`config.mk`:
```
export PLATFORM = sky130hd
export DESIGN_NAME = imem_loader
export DESIGN_NICKNAME = d
export VERILOG_FILES = /design/src/rtl/imem_loader.sv
export SDC_FILE = /design/constraint.sdc
export NUM_CORES = 2
export LEC_CHECK = 0
export CAP_MARGIN = 10
export CORE_MARGIN = 3
export CORE_UTILIZATION = 55
export CTS_CLUSTER_DIAMETER = 50
export DETAILED_ROUTE_END_ITERATION = 7
export PLACE_DENSITY_LB_ADDON = 0.12
export SETUP_SLACK_MARGIN = 0.02
export SYNTH_ARGS = -nofsm -noshare
export SYNTH_HDL_FRONTEND = slang
export SYNTH_SLANG_ARGS = --single-unit
```
`constraint.sdc`:
```
create_clock -name clk -period 5 [get_ports clk]
set_clock_uncertainty 0.15 [all_clocks]
set_input_delay 1 -clock clk [delete_from_list [all_inputs] [get_ports clk]]
set_output_delay 1 -clock clk [all_outputs]
set_load 0.02 [all_outputs]
```
`src/rtl/imem_loader.sv`:
```
// imem_loader: boot-time instruction memory that streams in a program, then feeds the core's IR
module imem_loader #(
  parameter int AW    = 7,
  parameter int DEPTH = 128
) (
  input  logic          clk,
  input  logic          rst_n,
  input  logic          load_valid,
  input  logic [31:0]   load_data,
  input  logic          load_last,
  output logic          load_ready,
  input  logic          reload,
  output logic          core_rst_n,
  input  logic [31:0]   IR_addr,
  output logic [31:0]   IR,
  output logic [AW:0]   word_count,
  output logic          full_stop
);
  typedef enum logic {LOAD, RUN} state_t;
  state_t        state, state_n;
  logic [AW:0]   wc_n;
  logic          fs_n;
  logic          xfer;
  logic [AW-1:0] idx;
  logic [31:0]   mem [DEPTH];
  logic          unused_byte_bits;
  // the core is released exactly while the state register holds RUN, so this stays a registered signal
  assign load_ready       = state == LOAD;
  assign core_rst_n       = state == RUN;
  assign xfer             = rst_n && load_valid && load_ready;
  assign idx              = IR_addr[AW+1:2];
  assign unused_byte_bits = ^IR_addr[1:0];
  // stale words beyond word_count stay in the array but are masked to NOP here
  assign IR = (IR_addr[31:AW+2] == '0 && {1'b0, idx} < word_count) ? mem[idx] : '0;
  // next-state: count transfers, leave LOAD on last word or full array, restart on reload
  always_comb begin
    state_n = state;
    wc_n    = word_count;
    fs_n    = full_stop;
    if (xfer) begin
      wc_n = word_count + (AW+1)'(1);
      if (load_last || &word_count[AW-1:0]) begin
        state_n = RUN;
        fs_n    = !load_last;
      end
    end else if (state == RUN && reload) begin
      state_n = LOAD;
      wc_n    = '0;
      fs_n    = 1'b0;
    end
  end
  // control registers
  always_ff @(posedge clk or negedge rst_n) begin
    if (!rst_n) begin
      state      <= LOAD;
      word_count <= '0;
      full_stop  <= 1'b0;
    end else begin
      state      <= state_n;
      word_count <= wc_n;
      full_stop  <= fs_n;
    end
  end
  // program array, never cleared
  always_ff @(posedge clk) begin
    if (xfer) mem[word_count[AW-1:0]] <= load_data;
  end
endmodule

```
# Word level (Yosys, flattened, before mapping)
# Memory sizes are Yosys's and may differ from the RTL's.
# Index checks and enable logic that the tools add are counted.
[totals] output_inout_bits=43 word_cells=28 ff_bits=10 in_bits=69 mem_count=1 ramBits=4096
[memory_table] name="mem" depth=128 word_bits=32 read_ports=1 rd_clocked_by_memory_dff=0 write_ports=1 line="25" rtl="logic [31:0] mem [DEPTH];"
[op_classes] n_mux=10 magnitude_cmp=1 add_sub_neg=1 n_eq_ne=1 n_reduce_logical=10 bitwise_logic=1
[ops] op="$mux W32" n=1
[ops] op="$logic_not A23 Y1" n=1
[ops] op="$mux W8" n=2
[ops] op="$add A8 B1 Y8 const B" n=1
[ops] op="$lt A7 B8 Y1" n=1
[ops] op="$mux W1" n=7
[ops] op="$reduce_and A7 Y1" n=1
[ops] op="$logic_and A1 B1 Y1" n=4
[ops] op="$ne A2 B1 Y1 const B" n=1
[ops] op="$reduce_and A2 Y1" n=1
[ops] op="$reduce_bool A2 Y1" n=1
[ops] op="$logic_not A1 Y1" n=1
[ops] op="$logic_or A1 B1 Y1" n=1
[ops] op="$not A1 Y1" n=1

# Depth between registers and ports, before layout
[logic_depth] ltp_word=4 ltp_mapped=14 mapped_depth_nobuf=8

# Least setup slack after synthesis
# Ideal clock, no wire load.
[synth_path] path_kind="input -> register" startpoint="input port rst_n" endpoint="memory mem[80][0] (enable)" arrival_time_ps=4783 slack_ps=-436 n_path_buf=1 t_required_ps=4347 cell_stages=4 path_cell_list="and3_1 -> clkbuf_1 -> nand4_1 -> nor4_1"
[synth_via] elab_chain_len=4
[synth_rtl] element="start, declared" line="7" rtl="input logic rst_n,"
[synth_rtl] element="$logic_and A1 B1 Y1 (2 in a row)" line="30" rtl="assign xfer = rst_n && load_valid && load_ready;"
[synth_rtl] element="$mux W1" line="66" rtl="if (xfer) mem[word_count[AW-1:0]] <= load_data;"
[synth_rtl] element="$mux W1 (not written as such)" line="66"
[synth_rtl] element="end, declared" line="25"
# No other way between the ends.

# Worst setup path in the final report
[layout_path] startpoint="input port IR_addr[2]" endpoint="output port IR[8]"
[layout_via] elab_chain_len=3
[layout_rtl] element="start, declared" line="14" rtl="input logic [31:0] IR_addr,"
[layout_rtl] element="branches (longest 2 deep; another with $mem_v2 Z128 W32)"
[layout_rtl] element="$mux W32 *" line="34" rtl="assign IR = (IR_addr[31:AW+2] == '0 && {1'b0, idx} < word_count) ? mem[idx] : '0;"
[layout_rtl] element="end, declared" line="15" rtl="output logic [31:0] IR,"
# Mark *: on every way between the ends.

==> summary.txt <==
Run status
  – Outcome: finished with violations
  – Failing checks: setup timing

Synth
  – Sequential share of the synthesized area: 0.7768
  – Distinct cells, synth: 73
  – Count leader, synth: edfxtp_1
  – Number of enable flip-flop cells after synthesis: 4096
  – Synth area leaders: edfxtp_1 78%, mux4_2 11%, mux2i_1 3.9%, a221oi_1 1.3%, a22oi_1 0.61%
  – Synth top area share: 0.7752
  – Synthesized Nets: 7417
  – Post-synth top area cell: edfxtp_1
  – Synth cell count leaders: 4096 x edfxtp_1, 757 x mux4_2, 615 x mux2i_1
  – Mapped Area: 158700 sq um
  – Mean Syn Cell Area: 21.61 sq um
  – Synthesized flop and latch total: 4106
  – Ys Warns: 0
  – Ys flop type: edfxtp_1
  – Syn Inst Count: 7341
  – Synth async-reset ratio: 0.002435

GRT
  – Initial antenna violation count: 31
  – First-pass GRT wire length: 654700 um
  – Gr ovfl total: 0
  – Vias in the first global route: 84280
  – GRT Resource Usage Total: 0.3194
  – Largest net degree at the start of global routing: 129

Placement
  – Number of placed cells counting well taps: 11700
  – RD Place Congestion: 0.8579
  – DP Area: 172400 sq um
  – Setup slack at placement: -1.132 ns
  – PortBufs: 109
  – Hpwl dp: 280800 um

Power and ir drop
  – Power per cell area: 395.8 nW/um^2
  – Lkg Pwr: 0.06163 uW
  – Combinational Power Share: 0.060
  – Worst vdd ir: 0.0003180 V
  – Design Power: 74710 uW
  – Sequential Power Share: 0.508
  – Int Power: 58350 uW
  – Net Switching: 16370 uW
  – Switching Share: 0.2191
  – Clock share of power: 0.432

Layout
  – Nets: 8535
  – Post-Layout Inst Area: 188700 sq um
  – Area growth, synth to finish: 18.96%
  – Cell Count, Final, Fillers Out: 12600
  – Layout cells sized above 1: 0.3129

Worst setup path
  – Worst path required time: 3.85 ns
  – Most used cell, CP: buf_12
  – CP cell instances: buf_16 -> buf_4 -> buf_12 -> buf_12 -> buf_12 -> buf_8 -> mux4_2 -> o21ai_0 -> a21oi_1 -> buf_4 -> o211ai_1 -> o311ai_2 -> buf_4 -> buf_12
  – Crit path kind: input port to output pin
  – Crit path max fanout: 23
  – CP startpoint: IR_addr[2]
  – Reg2reg setup slack: 1.41 ns
  – FF-to-FF Start: core_rst_n
  – Crit path DAT: 4.34 ns
  – CP max stage cell: mux4_2
  – Slowest Stage Delay on Critical Path: 0.53 ns
  – Worst setup EP type: output pin
  – Startpoint Class: input port

STA
  – Worst slew margin: 0.1484
  – Final worst-path cycle share: 1.099
  – Post-layout minimum cycle time: 5.493 ns
  – Final hold vios: 0
  – Final-report max-slew violation count: 0
  – Final setup vio count: 32
  – PnR worst setup slack: -0.4927 ns
  – Slew @ Worst Pin: 1.277 ns
  – Hold Slack: 0.3181 ns
  – RSZ-0062 raised after global routing: yes
  – Max Fclk: 0.1821 GHz

Detailed routing
  – Detailed-route DRC error count: 0
  – Initial DRC Count: 12250
  – WL/cell: 37.22 um
  – Via density per instance: 6.704
  – Routed Antenna Nets: 0
  – DR pass1 iterations: 6
  – Routed via count: 84460
  – Routed WL: 468900 um

Clock tree
  – Clock latency on the worst-skew pair: 0.97 ns
  – CTS tree: done
  – H-tree Lvls: 5
  – Clk sink count: 4106
  – CTS max path bufs: 4
  – Total CTS buffers: 442
  – CTS root buf: clkbuf_16
  – Reg clk slew, reported paths: 0.06 ns

Die
  – Die X: 543.1 um
  – Io pins: 112
  – Starting density of the core: 0.5544
  – CORE AREA: 286200 sq um
  – Rows: 196
  – Die ar.: 295000 sq um
  – Floorplan die height: 543.1 um

Min path
  – Hold/Removal Path Class: input port to flip-flop
  – HP Start: load_data[27]

Flow run
  – Maxcap violations: 0
-- layout by cell type (no fill, tap or decap), types with 11 or more instances in the layout --
master | Yosys | layout
clkbuf_16 | 0 | 447
mux4_2 | 757 | 757
clkinv_2 | 0 | 60
a22o_1 | 15 | 14
nor3_1 | 45 | 40
clkbuf_1 | 184 | 77
buf_6 | 77 | 49
o211ai_1 | 23 | 23
o221ai_1 | 18 | 13
a211oi_1 | 29 | 18
buf_4 | 40 | 778
nor2_1 | 215 | 77
o31ai_1 | 11 | 11
clkdlybuf4s50_1 | 0 | 39
bufinv_16 | 0 | 44
a22oi_1 | 128 | 128
nand4_1 | 11 | 11
inv_6 | 0 | 23
o21a_1 | 15 | 15
nand2_1 | 87 | 86
mux4_1 | 16 | 16
a221oi_1 | 241 | 238
edfxtp_1 | 4096 | 4096
a21oi_1 | 92 | 83
clkinv_4 | 0 | 17
mux2i_1 | 615 | 614
clkinv_1 | 0 | 86
nor2_4 | 0 | 132
a32oi_1 | 15 | 13
o21ai_0 | 136 | 125
buf_12 | 2 | 234
o22ai_1 | 22 | 21
nand2b_1 | 15 | 15
a221o_1 | 49 | 48
clkinvlp_4 | 0 | 43
nor4_1 | 19 | 12
nand3_1 | 58 | 48
-- layout make-up --
type	instances	area (sq um)
inverter	14	68.82
timing repair buffer	1119	11820
multi-input combinational	2776	34500
tap	3762	4707
clock buffer	523	11450
clock inverter	289	2933
antenna	9	22.52
sequential	4106	123200
fill	18490	97440
-- routing by layer --
layer	GRT usage	wire length, um
met5	0	87
met4	0.1389	23200
met3	0.05779	47640
met2	0.4970	221400
met1	0.4500	176500
-- worst paths after layout --
kind,to,cells past startpoint
worst max-delay path,IR[8],14
worst min-delay path,mem[41][27],1
worst max register to register,mem[63][27],6
worst min register to register,word_count[4],2
max in group asynchronous,core_rst_n,2
min in group asynchronous,full_stop,2
-- power by group through the flow --
stage / Clock [uW] / Combinational [uW] / Sequential [uW]
floorplan: 0 / 1920 / 38700
global route: 34000 / 4620 / 38000
CTS: 32600 / 4420 / 38000
global placement: 0 / 4230 / 38700
detailed placement: 0 / 4300 / 38700
finish: 32300 / 4460 / 38000
-- worst max-delay path, delay by kind of cell --
| kind | cells | cell delay (ns) |
|---|---|---|
| multiplexers | 1 | 0.53 |
| buffers and inverters | 9 | 1.55 |
| AO/OA/AOI/OAI | 4 | 1.18 |
-- metrics by stage --
| step | utilization | setup TNS, ns |
|---|---|---|
| after global routing | 0.6595 | -14.33 |
| after global placement | 0.6024 | -23.93 |
| after CTS | 0.6590 | -11.73 |
| final | 0.6595 | -11.30 |
| after floorplan | - | 0 |
| after detailed placement | 0.6025 | -22.38 |
-- registers in the layout, summed over array words and instances (netlist names) --
register / flops
mem: 4096
word_count: 8
core_rst_n: 1
full_stop: 1
-- timing repair --
action,CTS,global route
gates resized for setup,238,30
hold buffers,0,0
pin swaps,51,23
buffers inserted,73,12
cloned,2,0
setup endpoints to repair,32,32
-- kinds of logic (layout without fill, tap and decap cells) --
group | count (synthesis) | after routing | share of synthesized area
flip-flops | 4106 | 4106 | 0.7768
multiplexers | 1397 | 1397 | 0.1495
AO/OA/AOI/OAI | 849 | 849 | 0.03994
AND/OR/NAND/NOR | 523 | 523 | 0.01537
buffers and inverters | 459 | 1945 | 0.01783
adder cells (fa/ha/maj) | 7 | 7 | 0.0005520
other | 0 | 9 | 0
Power figures use the tool's default switching activity.
